$ cat src/rtl/line_pkg.sv
// line_pkg: shared coordinate, vertex and state types for the line sequencer
package line_pkg;
  typedef logic signed [10:0] coord_t;
  typedef struct packed {
    coord_t x;
    coord_t y;
  } vertex_t;
  typedef enum logic [2:0] {IDLE, SETUP, DRAW, NEXT, FINISH} seq_state_t;
  localparam int SCREEN_W = 640;
  localparam int SCREEN_H = 480;
endpackage

$ cat src/rtl/vertex_buffer.sv
// vertex_buffer: vertex register file with one synchronous write port and two asynchronous read ports
module vertex_buffer import line_pkg::*; #(
  parameter int MAX_VERTS = 16,
  parameter int IW = $clog2(MAX_VERTS)
) (
  input  logic          clk,
  input  logic          we,
  input  logic [IW-1:0] wa,
  input  vertex_t       wd,
  input  logic [IW-1:0] ra,
  input  logic [IW-1:0] rb,
  output vertex_t       qa,
  output vertex_t       qb
);
  vertex_t mem [MAX_VERTS];
  always_ff @(posedge clk)
    if (we) mem[wa] <= wd;
  assign qa = mem[ra];
  assign qb = mem[rb];
endmodule

$ cat src/rtl/line_sequencer.sv
// line_sequencer: buffers polyline vertices and feeds segments to the line drawer; LINE_SEQ_CLOSE_LOOP_EN adds the closing segment
module line_sequencer import line_pkg::*; #(
  parameter int MAX_VERTS = 16,
  parameter int SETUP_CYCLES = 2
) (
  input  logic                           clk,
  input  logic                           reset,
  input  logic                           vtx_valid,
  output logic                           vtx_ready,
  input  logic signed [10:0]             vtx_x,
  input  logic signed [10:0]             vtx_y,
  input  logic                           vtx_last,
  input  logic                           abort,
  output logic signed [10:0]             x0,
  output logic signed [10:0]             y0,
  output logic signed [10:0]             x1,
  output logic signed [10:0]             y1,
  output logic                           start,
  input  logic                           done,
  output logic                           busy,
  output logic [$clog2(MAX_VERTS+1)-1:0] seg_count,
  output logic                           frame_done
);
  localparam int IW = $clog2(MAX_VERTS);
  localparam int NW = $clog2(MAX_VERTS+1);
  localparam int CW = $clog2(SETUP_CYCLES+1);
  seq_state_t state;
  logic [IW-1:0] wr_ptr, rd_idx, ra, rb;
  logic [NW-1:0] n, segs, rb_w;
  logic [CW-1:0] cnt;
  vertex_t vin, qa, qb, p0, p1;
  logic accept, full;
  assign vin = '{x: vtx_x, y: vtx_y};
  assign accept = vtx_valid && vtx_ready && !abort;
  assign full = wr_ptr == IW'(MAX_VERTS-1);
  assign x0 = p0.x;
  assign y0 = p0.y;
  assign x1 = p1.x;
  assign y1 = p1.y;
  always_comb begin
    ra = state == NEXT ? rd_idx + 1'b1 : '0;
    rb_w = NW'(ra) + 1'b1;
    rb = (state == NEXT && rb_w >= n) ? '0 : IW'(rb_w);
`ifdef LINE_SEQ_CLOSE_LOOP_EN
    segs = n >= NW'(3) ? n : NW'(1);
`else
    segs = n == NW'(1) ? NW'(1) : n - 1'b1;
`endif
  end
  vertex_buffer #(.MAX_VERTS(MAX_VERTS)) u_buf (
    .clk(clk),
    .we(accept),
    .wa(wr_ptr),
    .wd(vin),
    .ra(ra),
    .rb(rb),
    .qa(qa),
    .qb(qb)
  );
  always_ff @(posedge clk) begin
    if (reset) begin
      state <= IDLE;
      vtx_ready <= 1'b1;
      start <= 1'b0;
      busy <= 1'b0;
      frame_done <= 1'b0;
      seg_count <= '0;
      wr_ptr <= '0;
      rd_idx <= '0;
      n <= '0;
      cnt <= '0;
      p0 <= '0;
      p1 <= '0;
    end else if (abort && (state == SETUP || state == DRAW || state == NEXT)) begin
      state <= IDLE;
      vtx_ready <= 1'b1;
      start <= 1'b0;
      busy <= 1'b0;
      frame_done <= 1'b0;
      wr_ptr <= '0;
    end else begin
      frame_done <= 1'b0;
      case (state)
        IDLE:
          if (abort) wr_ptr <= '0;
          else if (accept) begin
            wr_ptr <= wr_ptr + 1'b1;
            seg_count <= '0;
            if (vtx_last || full) begin
              state <= SETUP;
              vtx_ready <= 1'b0;
              busy <= 1'b1;
              n <= NW'(wr_ptr) + 1'b1;
              rd_idx <= '0;
              cnt <= '0;
              p0 <= wr_ptr == '0 ? vin : qa;
              p1 <= wr_ptr <= IW'(1) ? vin : qb;
            end
          end
        SETUP: begin
          cnt <= cnt + 1'b1;
          if (cnt == CW'(SETUP_CYCLES-1)) begin
            state <= DRAW;
            start <= 1'b1;
          end
        end
        DRAW:
          if (done) begin
            state <= NEXT;
            start <= 1'b0;
          end
        NEXT: begin
          seg_count <= seg_count + 1'b1;
          rd_idx <= rd_idx + 1'b1;
          cnt <= '0;
          p0 <= qa;
          p1 <= qb;
          if (NW'(rd_idx) + 1'b1 < segs) state <= SETUP;
          else begin
            state <= FINISH;
            frame_done <= 1'b1;
          end
        end
        FINISH: begin
          state <= IDLE;
          wr_ptr <= '0;
          vtx_ready <= 1'b1;
          busy <= 1'b0;
        end
        default: state <= IDLE;
      endcase
    end
  end
endmodule

$ cat config.mk
export PLATFORM = sky130hd
export DESIGN_NAME = line_sequencer
export DESIGN_NICKNAME = d
export VERILOG_FILES = /design/src/rtl/line_pkg.sv /design/src/rtl/vertex_buffer.sv /design/src/rtl/line_sequencer.sv
export SDC_FILE = /design/constraint.sdc
export NUM_CORES = 1
export LEC_CHECK = 0
export ABC_AREA = 1
export ABC_CLOCK_PERIOD_IN_PS = 4000
export CELL_PAD_IN_SITES_DETAIL_PLACEMENT = 0
export CELL_PAD_IN_SITES_GLOBAL_PLACEMENT = 1
export CORE_ASPECT_RATIO = 1.4
export CORE_MARGIN = 2
export CORE_UTILIZATION = 47
export CTS_CLUSTER_DIAMETER = 200
export CTS_CLUSTER_SIZE = 30
export DETAILED_ROUTE_END_ITERATION = 6
export GPL_ROUTABILITY_DRIVEN = 0
export PLACE_DENSITY_LB_ADDON = 0.1
export SLEW_MARGIN = 5
export SYNTH_ARGS = -nofsm -noshare
export SYNTH_HDL_FRONTEND = slang
export SYNTH_SLANG_ARGS = --single-unit
export TNS_END_PERCENT = 1
$ cat constraint.sdc
create_clock -name clk -period 4 [get_ports clk]
set_input_delay 1 -clock clk [delete_from_list [all_inputs] [get_ports clk]]
set_output_delay 1 -clock clk [all_outputs]
set_load 0.02 [all_outputs]
# Word-level counts from Yosys, hierarchy flattened
# Memories as Yosys holds them, arrays and structs flattened.
# Cells that the tools add are included.
# word_totals
out_inout_bits	53
n_memories	1
register_bits	71
elab_cells	114
ram_bits	352
# op_classes
n_lt_le_gt_ge	3
add_sub_neg	8
reduce_logical	24
mux	48
bitwise	3
n_eq_ne	13
# mem_list
name	words	width	read_ports	rd_ports_with_merged_regs	write_ports	line_no	text
u_buf.mem	16	22	2	0	1	vertex_buffer.sv:15	vertex_t mem [MAX_VERTS];
# op_table
op	n
two-way mux 22 bit	8
case mux 22 bit (2 select lines)	2
two-way mux 4 bit	7
AND reduction 5 bit	4
two-way mux 3 bit	6
case mux 4 bit (2 select lines)	2
adder 4 x 1 -> 5 bit, second input constant	3
two-way mux 5 bit	3
case mux 3 bit (4 select lines)	1
two-way mux 1 bit	11
case mux 5 bit (2 select lines)	1
adder 4 x 1 -> 4 bit, second input constant	2
!= test 2 bit, second input constant	4
AND reduction 4 bit	2
equality test 3 x 2 -> 1 bit, second input constant	2
two-way mux 2 bit	3
case mux 1 bit (2 select lines)	3
case mux 2 bit (3 select lines)	1
nonzero test 2 bit	3
adder 5 x 1 -> 5 bit, second input constant	1
equality test 5 x 1 -> 1 bit, second input constant	1
>= comparator 5 bit	1
< comparator 5 bit	1
subtractor 5 x 1 -> 5 bit, second input constant	1
19 further kinds	26

# Logic depth before layout (Yosys ltp)
# Gate-level depths: netlist of run 1.
# An unclocked memory read counts as a cell.
# logic_depth
ltp_word	12
ltp_mapped	25
ltp_nobuf	24

# Hierarchy
# A second synthesis of run 1 with hierarchy kept.
# unflattened
cells_unflattened	2800
hier_area_um2	22636.7
# by_module_without_submodules
module	cells_each	seq_area_each_um2	instances	area_each_um2
vertex_buffer	2245	10570.1	1	18854.3
line_sequencer	555	1421.4	1	3782.4

# Least setup slack after synthesis of run 1
# No wires, ideal clock.
# synth_path
path_type	register to register
from	register rd_idx[1]
to	register p1 (netlist bit x1[1])
path_buffers	3
t_arrival_ps	2983
required_ps	3868
path_stages_with_launch	23
slack_ps	885
period_less_slack_ps	3115
setup_time_ps	132
path_cell_list	dfxtp_1 ha_1 inv_1 nor2_4 buf_6 nand4_1 nand2_1 inv_1 ha_1 nand2_1 inv_1 nand2_1 nand3_1 nand2_2 buf_2 clkbuf_1 nand3_1 nand2_1 nand3_1 nand3_1 nand3_1 nand2_1 a21oi_1
# synth_via
elab_chain_cells	12
# synth_lines
item	line_no	text
from (decl)	line_sequencer.sv:28	logic [IW-1:0] wr_ptr, rd_idx, ra, rb;
from (signal assigned)	line_sequencer.sv:114	rd_idx <= rd_idx + 1'b1;
adder 4 x 1 -> 4 bit (*)	line_sequencer.sv:41	ra = state == NEXT ? rd_idx + 1'b1 : '0;
two-way mux 4 bit (*)	line_sequencer.sv:41	
adder 4 x 1 -> 5 bit (*)	line_sequencer.sv:42	rb_w = NW'(ra) + 1'b1;
>= comparator 5 bit	line_sequencer.sv:43	rb = (state == NEXT && rb_w >= n) ? '0 : IW'(rb_w);
logical AND 1 bit	line_sequencer.sv:43	
two-way mux 4 bit (*)	line_sequencer.sv:43	
memory (16 x 22 bit) (*)	n/a	
two-way mux 22 bit	line_sequencer.sv:97	p1 <= wr_ptr <= IW'(1) ? vin : qb;
two-way mux 22 bit	line_sequencer.sv:89	if (vtx_last || full) begin
two-way mux 22 bit	line_sequencer.sv:86	else if (accept) begin
two-way mux 22 bit	line_sequencer.sv:85	if (abort) wr_ptr <= '0;
case mux 22 bit (2 select lines) (*)	line_sequencer.sv:83	case (state)
to (signal assigned)	line_sequencer.sv:97	
to (signal assigned)	line_sequencer.sv:117	p1 <= qb;
to (decl)	line_sequencer.sv:31	vertex_t vin, qa, qb, p0, p1;
# Every way passes the cells marked *; elsewhere a longest branch is shown, timed or not. The select of a mux whose other input is x is not followed.
# A chain may end at the register's enable or synchronous reset.

# Worst setup path after layout of run 1
# layout_path
from	register rd_idx[1]
to	register p1 (netlist bit y1[8])
# Same word-level chain as after synthesis.

==> summary.txt, run 1 <==
Timing
  • Max_slew headroom: between 40% and 50%
  • Fin Clk Skew: about 38 ps
  • Worst Tran Pin Value: just over 800 ps
  • Fmax: around 0.29 GHz
  • Crit path time final: around 3500 ps
  • RSZ-0062 raised after global routing: false
  • # setup viols final: 0
  • Count of final hold-check violations: 0
  • Slew Limit Fails: 0
  • TNS Setup: 0 ps
  • Final worst path period share: 87.5%

Layout
  • Antenna cell count: 0
  • Nets: 2,567
  • Final cell count without fillers: ~3,200
  • Synth-to-Final Area Change: 10.9%
  • Layout cell share with drive strength beyond 1: 6.51%

Setup path
  • Critical path data required time: 4500 ps
  • Critical Path Fanout Max: 22
  • Critical path capture point type: flip-flop
  • Flop-to-flop setup slack: ~500 ps
  • Worst reg2reg startpoint: rd_idx[1]
  • Reg2reg end: y1[8]
  • Worst setup SP type: flip-flop
  • Cells on worst reg2reg path: 22
  • Crit path DAT: ~4000 ps
  • Crit path kind: flip-flop to flip-flop

Run status
  • Outcome: finished, violations left
  • Failing checks: DRC

Worst hold path
  • Min-delay src: seg_count[4]
  • Hold Crit Class: flip-flop to flip-flop
  • Worst hold path endpoint: seg_count[4]
  • Hold path depth: 1

Clock tree
  • Worst-path clk slew: ~120 ps
  • CTS Buffer Depth: 3
  • Resized Gates After CTS: 0
  • Post-CTS setup buffer count: 0
  • Num Clock Sinks: 423
  • Cts bufs inserted: 18
  • Cts hold-fix bufs: 0
  • H-tree depth: 1
  • CTS tree: done
  • Worst skew pair latency: about 570 ps
  • CTS root buf: clkbuf_16

Global routing
  • Pin count of the biggest net entering global routing: ~130
  • Vias in the first global route: between 15,000 and 20,000
  • First-pass GRT wire length: between 100,000 and 150,000 um
  • Initial antenna violation count: 0
  • Congestion Overflow GR: 0
  • GRT Total Usage: 30.7%

Route
  • Vias: around 19,000
  • Drt via density: approximately 6
  • Post-DRT Antenna Nets: 0
  • Routed WL: 75,500 um
  • Drt pass-1 iters: 7
  • DRC viols: 3
  • Initial DRC count: 1,949
  • Wire per inst: 24.0 um

Die
  • Initial Util: 47.6%
  • Ports: 81
  • Die area: roughly 0.048 mm^2
  • Core area: around 0.046 mm^2
  • Row cnt: 93
  • Die height: about 260 um
  • Chip width: between 150 and 200 um

Yosys
  • Most common cell in the netlist: nand3_1
  • Synth Register Bits: approximately 420
  • Share of the synthesized area in the top cell type: 48.3%
  • Yosys warns: 0
  • Syn Inst Count: 2,517
  • Post-synthesis sequential area ratio: a little over half
  • Syn_nets: between 2,000 and 3,000
  • Leading post-synthesis cells by cell area: edfxtp_1 48%, nand3_1 10%, nand2_1 7.2%
  • Synth area leader: edfxtp_1
  • Post-synth cell types: 37
  • Synthesized cell area: 0.0219 mm^2
  • Post-synth ARST share: 0%
  • Synth top cells by count: 449 x nand3_1, 420 x nand2_1, 352 x edfxtp_1, 301 x inv_1, 198 x nor2_1
  • Syn avg cell area: a little under 9 um^2
  • EDFF count, synth: 352
  • Top_reg_cell synth: edfxtp_1

Placement
  • Input/output buffers: 80
  • Hpwl dp: approximately 43,000 um
  • Placed cell count: roughly 3,100

Job
  • Max Cap Viol: 0

Power
  • Leakage: ~0.0093 uW
  • Power density of the placed cells: slightly above 400 mW/mm^2
  • Maximum VDD drop: approximately 0.00038 V
-- per-stage QoR --
stage                     setup WS (ps)  hold slack, ps  power, uW  util (%)  area (um^2)
after CTS                           538             461      10000      52.8        24300
after global routing                253             480      10400      52.8        24300
final                               502             461      10000      52.8        24300
after detailed placement            556             444       7750      51.6        23700
after floorplan                     885             433       6580         -        21900
after global placement              596             438       7720      51.6        23700
-- flip-flops by register name, indices dropped and copies added, names as in the netlist --
register / count
u_buf.mem: 352
x0: 11
x1: 11
y0: 11
y1: 11
n: 5
seg_count: 5
rd_idx: 4
wr_ptr: 4
state: 3
cnt: 2
busy: 1
frame_done: 1
start: 1
vtx_ready: 1
-- worst max-delay path: stages (launching register included) --
cell     delay (ps)
dfxtp_1         400
ha_2            210
nand2_1          70
inv_1           130
nor2_4           50
buf_4           190
nand3_2         100
nand2_1          60
nand2_1          90
inv_1            50
ha_1            280
nand2_1          70
inv_1            60
nand2_1          70
nand2_1          60
nor2_1           40
nor2_1          230
nor2_2           90
inv_2           600
nand3_1         170
nand3_1         120
nand2_1         120
a21oi_1         150
-- where the power goes --
part / switching, uW / leakage, uW / internal (uW)
clock: 1420 / 0.000260 / 921
sequential: 159 / 0.00375 / 4950
combinational: 1760 / 0.00532 / 827
total: 3340 / 0.00932 / 6690
-- per-layer routing --
layer,part of all wire (%),global-route usage (%)
met1,39,39.3
met5,0,0
met4,4.8,14.0
met2,48,52.4
met3,8.3,3.83
-- layout by cell type (no fill, tap or decap), drive strengths merged --
| master | instances |
|---|---|
| o22ai | 2 |
| clkdlybuf4s50 | 79 |
| nand3 | 451 |
| edfxtp | 352 |
| buf | 82 |
| a21oi | 157 |
| o31ai | 1 |
| nor2 | 204 |
| o21ai | 169 |
| o2111ai | 5 |
| dfxtp | 71 |
| o21a | 1 |
| clkbuf | 31 |
| a31o | 1 |
| nor4 | 1 |
| nand4 | 4 |
| o211ai | 43 |
| nand2 | 426 |
| a31oi | 2 |
| clkinv | 2 |
| inv | 307 |
| o221ai | 62 |
| xor2 | 2 |
| nor3 | 3 |
| or2 | 17 |
| nand3b | 40 |
| ha | 18 |
-- cell families after synthesis --
family                     after synthesis  share of synthesized area [%]
xor gates and xnor gates                 2                         0.0801
DFF                                    423                           54.8
and+or+nand+nor                       1146                           23.5
buffers and inverters                  485                           8.71
AOI/OAI and AO/OA                      443                           11.9
adders and majority gates               18                           1.03
-- layout make-up --
cell class                      count  area, um^2
Clock inverter                      1        30.0
Multi-Input combinational cell   1609        8150
Sequential cell                   423       12000
Tap cell                          617         772
Fill cell                        4266       21700
Timing Repair Buffer              161        1640
Clock buffer                       31         520
Inverter                          308        1160
-- worst max path at each step --
| stage | startpoint | depth (start not counted) | slack [ps] | endpoint |
|---|---|---|---|---|
| after global placement | rd_idx[1] | 22 | 600 | y1[8] |
| after CTS | rd_idx[1] | 23 | 540 | y1[8] |
| after detailed placement | rd_idx[1] | 23 | 560 | y1[8] |
| final | rd_idx[1] | 22 | 500 | y1[8] |
| after floorplan | rd_idx[1] | 22 | 890 | x1[1] |
| after global routing | rd_idx[1] | 23 | 250 | x1[4] |
Note: power is estimated with default switching activity, not from simulation.
==> run 2: changes to the inputs <==
--- a/config.mk
+++ b/config.mk
@@ -17,7 +17,7 @@
 export DETAILED_ROUTE_END_ITERATION = 6
 export GPL_ROUTABILITY_DRIVEN = 0
 export PLACE_DENSITY_LB_ADDON = 0.1
-export SLEW_MARGIN = 5
+export SLEW_MARGIN = 30
 export SYNTH_ARGS = -nofsm -noshare
 export SYNTH_HDL_FRONTEND = slang
 export SYNTH_SLANG_ARGS = --single-unit
==> results of run 2 <==
Same layout as run 1: the final DEF is identical, and so are final timing and power.
